`config.mk`:
```
export PLATFORM = sky130hd
export DESIGN_NAME = cp_sym_sched_flat
export DESIGN_NICKNAME = d
export VERILOG_FILES = /design/src/rtl/cp_sym_sched_if.sv /design/src/rtl/cp_sym_sched.sv /design/src/flat_wrapper.sv
export SDC_FILE = /design/constraint.sdc
export NUM_CORES = 1
export LEC_CHECK = 0
export BUFFER_PORTS_ARGS = -buffer_cell sky130_fd_sc_hd__clkbuf_2
export CORE_ASPECT_RATIO = 0.6
export CORE_UTILIZATION = 52
export DETAILED_ROUTE_END_ITERATION = 8
export GPL_ROUTABILITY_DRIVEN = 1
export PLACE_DENSITY = 0.78
export SYNTH_ARGS = -nofsm -noshare
export SYNTH_HDL_FRONTEND = slang
export SYNTH_SLANG_ARGS = --single-unit
```
`constraint.sdc`:
```
create_clock -name CLK_I -period 1.8 [get_ports CLK_I]
set_input_delay 0.18 -clock CLK_I [delete_from_list [all_inputs] [get_ports CLK_I]]
set_output_delay 0.18 -clock CLK_I [all_outputs]
set_load 0.05 [all_outputs]
```
`src/rtl/cp_sym_sched_if.sv`:
```
// Sample/RAM bus of the cyclic-prefix symbol scheduler: IFFT sample
// handshake, ping-pong RAM write/read strobes and the output stream markers.
interface cp_sym_sched_if #(
  parameter int AW = 6
);

  logic          IN_VLD_I;
  logic          IN_RDY_O;
  logic          WR_EN_O;
  logic          WR_BANK_O;
  logic [AW-1:0] WR_ADDR_O;
  logic          RD_EN_O;
  logic          RD_BANK_O;
  logic [AW-1:0] RD_ADDR_O;
  logic          OUT_VLD_O;
  logic          SOS_O;
  logic          EOFRM_O;

  // Scheduler side: accepts IFFT samples, drives the RAM and stream markers.
  modport master (
    input  IN_VLD_I,
    output IN_RDY_O,
    output WR_EN_O,
    output WR_BANK_O,
    output WR_ADDR_O,
    output RD_EN_O,
    output RD_BANK_O,
    output RD_ADDR_O,
    output OUT_VLD_O,
    output SOS_O,
    output EOFRM_O
  );

  // Environment side: IFFT source, RAM and DAC-side consumer.
  modport slave (
    output IN_VLD_I,
    input  IN_RDY_O,
    input  WR_EN_O,
    input  WR_BANK_O,
    input  WR_ADDR_O,
    input  RD_EN_O,
    input  RD_BANK_O,
    input  RD_ADDR_O,
    input  OUT_VLD_O,
    input  SOS_O,
    input  EOFRM_O
  );

endinterface

```
`src/rtl/cp_sym_sched.sv`:
```
// Transmit cyclic-prefix symbol scheduler. Writes IFFT symbols into one bank
// of an external ping-pong RAM while the other bank is replayed as the last
// LCP samples (the prefix) followed by the whole symbol.
module cp_sym_sched #(
  parameter int NFFT = 64,
  parameter int LCP  = 16,
  parameter int AW   = 6
) (
  input  logic                  CLK_I,
  input  logic                  RST_I,
  input  logic                  FRM_START_I,
  input  logic [7:0]            NSYM_I,
  cp_sym_sched_if.master        bus,
  output logic                  BUSY_O,
  output logic                  FRM_DONE_O,
  output logic                  UNDERRUN_O
);

  localparam logic [1:0] R_IDLE = 2'd0;
  localparam logic [1:0] R_CP   = 2'd1;
  localparam logic [1:0] R_BODY = 2'd2;

  localparam logic [AW:0]   CNT_BODY_LAST = (AW+1)'(NFFT - 1);
  localparam logic [AW:0]   CNT_CP_LAST   = (AW+1)'(LCP - 1);
  localparam logic [AW-1:0] CP_BASE       = AW'(NFFT - LCP);

  logic          busy_q,     busy_d;
  logic [7:0]    nsym_q,     nsym_d;
  logic          wr_bank_q,  wr_bank_d;
  logic          rd_bank_q,  rd_bank_d;
  logic [1:0]    full_q,     full_d;
  logic [AW:0]   wr_cnt_q,   wr_cnt_d;
  logic [AW:0]   rd_cnt_q,   rd_cnt_d;
  logic [7:0]    wr_sym_q,   wr_sym_d;
  logic [7:0]    rd_sym_q,   rd_sym_d;
  logic [1:0]    rstate_q,   rstate_d;
  logic          out_vld_q,  out_vld_d;
  logic          sos_q,      sos_d;
  logic          eofrm_q,    eofrm_d;
  logic          frm_done_q, frm_done_d;
  logic          underrun_q, underrun_d;

  logic          in_rdy;
  logic          wr_acc;
  logic          rd_active;
  logic          cp_last;
  logic          body_last;
  logic          frm_last;
  logic          start_acc;
  logic          empty_done;
  logic [AW-1:0] rd_addr;

  // Handshake and end-of-phase decodes shared by the next-state logic and ports.
  always_comb begin
    in_rdy     = busy_q & ~full_q[wr_bank_q] & (wr_sym_q < nsym_q);
    wr_acc     = bus.IN_VLD_I & in_rdy;
    rd_active  = (rstate_q != R_IDLE);
    cp_last    = (rstate_q == R_CP) && (rd_cnt_q == CNT_CP_LAST);
    body_last  = (rstate_q == R_BODY) && (rd_cnt_q == CNT_BODY_LAST);
    frm_last   = body_last && ((rd_sym_q + 8'd1) == nsym_q);
    start_acc  = FRM_START_I & ~busy_q;
    empty_done = busy_q & (nsym_q == 8'd0);
    rd_addr    = '0;
    if (rstate_q == R_CP) begin
      rd_addr = CP_BASE + rd_cnt_q[AW-1:0];
    end else if (rstate_q == R_BODY) begin
      rd_addr = rd_cnt_q[AW-1:0];
    end
  end

  // Next state: write counters, read FSM, bank full flags and frame control.
  always_comb begin
    busy_d     = busy_q;
    nsym_d     = nsym_q;
    wr_bank_d  = wr_bank_q;
    rd_bank_d  = rd_bank_q;
    full_d     = full_q;
    wr_cnt_d   = wr_cnt_q;
    rd_cnt_d   = rd_cnt_q;
    wr_sym_d   = wr_sym_q;
    rd_sym_d   = rd_sym_q;
    rstate_d   = rstate_q;
    underrun_d = underrun_q;
    out_vld_d  = rd_active;
    sos_d      = (rstate_q == R_CP) && (rd_cnt_q == '0);
    eofrm_d    = frm_last;
    frm_done_d = frm_last | empty_done;

    if (wr_acc) begin
      if (wr_cnt_q == CNT_BODY_LAST) begin
        wr_cnt_d          = '0;
        full_d[wr_bank_q] = 1'b1;
        wr_bank_d         = ~wr_bank_q;
        wr_sym_d          = wr_sym_q + 8'd1;
      end else begin
        wr_cnt_d = wr_cnt_q + 1'b1;
      end
    end

    case (rstate_q)
      R_IDLE: begin
        if (busy_q && full_q[rd_bank_q]) begin
          rstate_d = R_CP;
          rd_cnt_d = '0;
        end
      end
      R_CP: begin
        if (cp_last) begin
          rstate_d = R_BODY;
          rd_cnt_d = '0;
        end else begin
          rd_cnt_d = rd_cnt_q + 1'b1;
        end
      end
      R_BODY: begin
        if (body_last) begin
          full_d[rd_bank_q] = 1'b0;
          rd_bank_d         = ~rd_bank_q;
          rd_sym_d          = rd_sym_q + 8'd1;
          rd_cnt_d          = '0;
          if (frm_last) begin
            rstate_d = R_IDLE;
          end else if (full_q[~rd_bank_q]) begin
            rstate_d = R_CP;
          end else begin
            rstate_d   = R_IDLE;
            underrun_d = 1'b1;
          end
        end else begin
          rd_cnt_d = rd_cnt_q + 1'b1;
        end
      end
      default: rstate_d = R_IDLE;
    endcase

    if (frm_done_q || empty_done) begin
      busy_d = 1'b0;
    end
    if (start_acc) begin
      busy_d     = 1'b1;
      nsym_d     = NSYM_I;
      underrun_d = 1'b0;
      wr_cnt_d   = '0;
      rd_cnt_d   = '0;
      wr_sym_d   = '0;
      rd_sym_d   = '0;
      full_d     = '0;
    end
  end

  // State registers with synchronous reset; reset abandons any frame in flight.
  always_ff @(posedge CLK_I) begin
    if (RST_I) begin
      busy_q     <= 1'b0;
      nsym_q     <= '0;
      wr_bank_q  <= 1'b0;
      rd_bank_q  <= 1'b0;
      full_q     <= '0;
      wr_cnt_q   <= '0;
      rd_cnt_q   <= '0;
      wr_sym_q   <= '0;
      rd_sym_q   <= '0;
      rstate_q   <= R_IDLE;
      out_vld_q  <= 1'b0;
      sos_q      <= 1'b0;
      eofrm_q    <= 1'b0;
      frm_done_q <= 1'b0;
      underrun_q <= 1'b0;
    end else begin
      busy_q     <= busy_d;
      nsym_q     <= nsym_d;
      wr_bank_q  <= wr_bank_d;
      rd_bank_q  <= rd_bank_d;
      full_q     <= full_d;
      wr_cnt_q   <= wr_cnt_d;
      rd_cnt_q   <= rd_cnt_d;
      wr_sym_q   <= wr_sym_d;
      rd_sym_q   <= rd_sym_d;
      rstate_q   <= rstate_d;
      out_vld_q  <= out_vld_d;
      sos_q      <= sos_d;
      eofrm_q    <= eofrm_d;
      frm_done_q <= frm_done_d;
      underrun_q <= underrun_d;
    end
  end

  assign bus.IN_RDY_O  = in_rdy;
  assign bus.WR_EN_O   = wr_acc;
  assign bus.WR_BANK_O = wr_bank_q;
  assign bus.WR_ADDR_O = wr_cnt_q[AW-1:0];
  assign bus.RD_EN_O   = rd_active;
  assign bus.RD_BANK_O = rd_bank_q;
  assign bus.RD_ADDR_O = rd_addr;
  assign bus.OUT_VLD_O = out_vld_q;
  assign bus.SOS_O     = sos_q;
  assign bus.EOFRM_O   = eofrm_q;
  assign BUSY_O        = busy_q;
  assign FRM_DONE_O    = frm_done_q;
  assign UNDERRUN_O    = underrun_q;

endmodule

```
`src/flat_wrapper.sv`:
```
// flat-port wrapper written by rule: the top's interface ports become plain ports
module cp_sym_sched_flat 
#(
  parameter int NFFT = 64,
  parameter int LCP  = 16,
  parameter int AW   = 6
)
  (CLK_I, RST_I, FRM_START_I, NSYM_I, BUSY_O, FRM_DONE_O, UNDERRUN_O, bus_IN_VLD_I, bus_IN_RDY_O, bus_WR_EN_O, bus_WR_BANK_O, bus_WR_ADDR_O, bus_RD_EN_O, bus_RD_BANK_O, bus_RD_ADDR_O, bus_OUT_VLD_O, bus_SOS_O, bus_EOFRM_O);
  cp_sym_sched_if #(.AW(AW)) bus_i ();
  input  logic CLK_I;
  input  logic RST_I;
  input  logic FRM_START_I;
  input  logic [7:0] NSYM_I;
  output logic BUSY_O;
  output logic FRM_DONE_O;
  output logic UNDERRUN_O;
  input wire logic [$bits(bus_i.IN_VLD_I)-1:0] bus_IN_VLD_I;
  output wire logic [$bits(bus_i.IN_RDY_O)-1:0] bus_IN_RDY_O;
  output wire logic [$bits(bus_i.WR_EN_O)-1:0] bus_WR_EN_O;
  output wire logic [$bits(bus_i.WR_BANK_O)-1:0] bus_WR_BANK_O;
  output wire logic [$bits(bus_i.WR_ADDR_O)-1:0] bus_WR_ADDR_O;
  output wire logic [$bits(bus_i.RD_EN_O)-1:0] bus_RD_EN_O;
  output wire logic [$bits(bus_i.RD_BANK_O)-1:0] bus_RD_BANK_O;
  output wire logic [$bits(bus_i.RD_ADDR_O)-1:0] bus_RD_ADDR_O;
  output wire logic [$bits(bus_i.OUT_VLD_O)-1:0] bus_OUT_VLD_O;
  output wire logic [$bits(bus_i.SOS_O)-1:0] bus_SOS_O;
  output wire logic [$bits(bus_i.EOFRM_O)-1:0] bus_EOFRM_O;
  assign bus_i.IN_VLD_I = bus_IN_VLD_I;
  assign bus_IN_RDY_O = bus_i.IN_RDY_O;
  assign bus_WR_EN_O = bus_i.WR_EN_O;
  assign bus_WR_BANK_O = bus_i.WR_BANK_O;
  assign bus_WR_ADDR_O = bus_i.WR_ADDR_O;
  assign bus_RD_EN_O = bus_i.RD_EN_O;
  assign bus_RD_BANK_O = bus_i.RD_BANK_O;
  assign bus_RD_ADDR_O = bus_i.RD_ADDR_O;
  assign bus_OUT_VLD_O = bus_i.OUT_VLD_O;
  assign bus_SOS_O = bus_i.SOS_O;
  assign bus_EOFRM_O = bus_i.EOFRM_O;
  cp_sym_sched #(.NFFT(NFFT), .LCP(LCP), .AW(AW)) u_core (.CLK_I(CLK_I), .RST_I(RST_I), .FRM_START_I(FRM_START_I), .NSYM_I(NSYM_I), .bus(bus_i), .BUSY_O(BUSY_O), .FRM_DONE_O(FRM_DONE_O), .UNDERRUN_O(UNDERRUN_O));
endmodule
```
==> results.md <==
* Compound-Gate Fraction of Synth Area at 0.172
* CP endpoint kind: register
* Final Wtd Congestion at 0.821
* Type of origin of the critical path: register
* Multiplexer share of the synthesized area at 0.0183
* Most frequent cells in the layout: buf_4, nand2_1, dfxtp_1
* Port Buffer Count at 34
* Io pins at 35
* First-pass GRT wire length at 11,900 um
* Failing checks: negative setup slack
* R2R cell count at 10
* Clk_skew at 9.75 ps
* Multi-input gate area at 0.00185 mm2
* Post-synth top area share at 0.357
* Synth Area per Inst at 8.44 um2
* Hpwl dp at 5550 um
* Area Overhead vs Synth at 36.0%
* Antenna violation net count after detailed routing at 0
* Via density at 5.71
* Initial Util at 0.546
* Yosys reg bits at 50
* Die W at 96.8 um
* Total track usage at 0.266
* Clk sinks at 50
* Reg area at 0.00103 mm2
* GR Overflow Total at 0
* Vias at 2,759
* R2R Path End: u_core.wr_sym_q[6]
* CTS Hold Buffers Added at 0
* Register area share after synthesis at 0.357
* Post-synth EDFFs at 0
* Clock Path Buffers at 2
* Pin count of the biggest net entering global routing at 19
* VDD IR max at 577 uV
* Initial DRC count at 161
* Highest clock rate at 0.485 GHz
* Arr. time, crit path at 2260 ps
* Crit share post-route at 1.15
* Fill count at 348
* R2R setup slack at -260 ps
* CP max FO at 4
* N_diodes at 0
* Synth area leaders: dfxtp_1, ha_1, nand2_1, nor2_1, a21oi_1
* Synth Area in Adders at 0.0849
* MaxCap Viol Count at 0
* Clk pin slew, worst setup/hold paths at 100 ps
* H-tree depth at 2
* Slew @ Worst Pin at 384 ps
* Simple-gate area share of the yosys netlist at 0.234
* DRC Markers at 0
* Crit path buf inv count at 3
* WS Path Type: reg2reg
* DR pass1 iterations at 5
* CTS buffer count at 5
* Min-Delay Endpoint: u_core.nsym_q[1]
* Detailed Route WL at 8240 um
* Vias in the first global route at 2,407
* Core area at 0.00513 mm2
* Die Footprint at 0.00569 mm2
* Overall power at 0.00248 W
* Crit path max-delay family: compound AO/OA/AOI/OAI gates
* Synth Area in XOR/XNOR at 0.0750
* Initial antenna violation count at 0
* CTS tree: yes
* Clk_lat worst skew at 310 ps
* Most common cell after layout, fill and taps aside: buf_4
* Worst-path cell chain: inv_2 -> ha_4 -> nor2b_1 -> o2111ai_2 -> a21oi_4 -> buf_6 -> o2111ai_4 -> buf_4 -> o31ai_1 -> a21oi_2
* Syn Nets at 363
* Synth unique cells at 53
* Max stage delay on crit path at 350 ps
* Static leakage at 1.53 nW
* Outcome: finished, violations left
* Power Density at 651 mW/mm2
* Finish-stage setup viols at 12
* Final hold violations at 0
* Min-delay worst type: in2reg
* Largest family of logic cells by synthesized area: simple AND/OR/NAND/NOR gates
* Area leader, netlist: dfxtp_1
* Crit path time final at 2060 ps
* Mean routed wirelength per cell at 17.1 um
* Final setup margin at -261 ps
* Hold depth at 3
* Gate Count Post-Synth at 332
* Die height at 58.9 um
* CP max stage cell: dfxtp_2
* Setup_tns at -1520 ps
* Worst reg2reg startpoint: u_core.nsym_q[7]
* Rows at 20
* Post-layout net count at 447
* Post-Syn Area at 0.00280 mm2
* Yosys warning count at 0
* Share of cells above drive strength 1 at 0.417
* Ys async rst share at 0
* RSZ-0062 raised after global routing: yes
* Slew Limit Fails at 0
* Slew HR at 0.742
* Min-delay src: NSYM_I[1]
* Synth Flop Type: dfxtp_1
* Root Driver: clkbuf_8
* Required @ worst endpoint at 1990 ps
## worst max path at each step
stage / start / to / slack, ps / depth (start not counted)
after global placement: u_core.nsym_q[5] / u_core.wr_sym_q[6] / -90 / 9
after CTS: u_core.nsym_q[5] / bus_WR_EN_O / -260 / 8
after floorplan: u_core.nsym_q[5] / u_core.wr_cnt_q[2] / -60 / 9
final: u_core.nsym_q[7] / u_core.wr_sym_q[6] / -260 / 10
after global routing: u_core.nsym_q[7] / bus_WR_EN_O / -320 / 8
after detailed placement: u_core.nsym_q[5] / u_core.wr_sym_q[7] / -160 / 9
## sequential cells by signal, indices dropped and copies added (netlist names)
signal,cells
u_core.rd_sym_q,8
u_core.FRM_DONE_O,1
u_core.bus.EOFRM_O,1
u_core.bus.SOS_O,1
u_core.bus.RD_BANK_O,1
u_core.wr_cnt_q,7
u_core.bus.WR_BANK_O,1
u_core.UNDERRUN_O,1
u_core.bus.OUT_VLD_O,1
u_core.rstate_q,2
u_core.nsym_q,8
u_core.rd_cnt_q,7
u_core.BUSY_O,1
u_core.wr_sym_q,8
u_core.full_q,2
## metal layers
metal | part of all wire | vias up | GRT usage
li1 | - | 1326 | -
met1 | 0.45 | 1298 | 0.378
met2 | 0.46 | 116 | 0.427
met3 | 0.068 | 19 | 0.0475
met4 | 0.018 | 0 | 0.0618
met5 | 0 | - | 0
## Yosys cell counts (6+ instances only)
master / n
clkbuf_1: 6
nand3_1: 17
buf_4: 7
a21oi_1: 25
nand2_1: 38
nor2_1: 34
inv_1: 19
ha_1: 19
xnor2_1: 13
dfxtp_1: 50
nand4_1: 7
xor2_1: 11
o21ai_0: 9
## kinds of logic after synthesis
| kind of cell | count (synthesis) |
|---|---|
| AO/OA/AOI/OAI | 68 |
| XOR/XNOR | 24 |
| buffers and inverters | 35 |
| flip-flops | 50 |
| adder cells (fa/ha/maj) | 19 |
| AND/OR/NAND/NOR | 131 |
| multiplexers | 5 |
## worst reg2reg max path: stages (launching register included)
cell and delay (ps):
dfxtp_2 350, inv_2 40, ha_4 140, nor2b_1 170, o2111ai_2 180, a21oi_4 180, buf_6 140, o2111ai_4 130
buf_4 180, o31ai_1 340, a21oi_2 90
## through the flow
step / hold slack [ps] / utilization / setup WS (ps) / instance area (um2) / std cells
finish: 86.4 / 0.743 / -261 / 3810 / 483
global route: 90.8 / 0.743 / -318 / 3810 / 483
detailed placement: 417 / 0.662 / -161 / 3400 / 464
CTS: 85.3 / 0.704 / -260 / 3610 / 474
global placement: 418 / 0.662 / -88.0 / 3400 / 464
floorplan: 308 / - / -63.7 / 2850 / 332
## layout make-up
cell class,count,area share
Multi-Input combinational cell,247,0.487
Sequential cell,50,0.269
Timing Repair Buffer,93,0.181
Tap cell,66,0.0217
Clock buffer,6,0.0190
Inverter,19,0.0187
Clock inverter,2,0.00361
## power by group
part | internal, W | leakage [nW] | total, W | switching, W
sequential | 0.00113 | 0.413 | 0.00116 | 0.0000233
clock | 0.000276 | 0.0452 | 0.000672 | 0.000396
combinational | 0.000244 | 1.07 | 0.000652 | 0.000407
## timing repair
action	4_1_cts	5_1_grt
resized for setup	31	46
setup endpoints to repair	23	36
pin swaps	13	21
endpoints found under the hold margin	0	0
setup buffers	3	11
(Power assumes the default switching activity.)
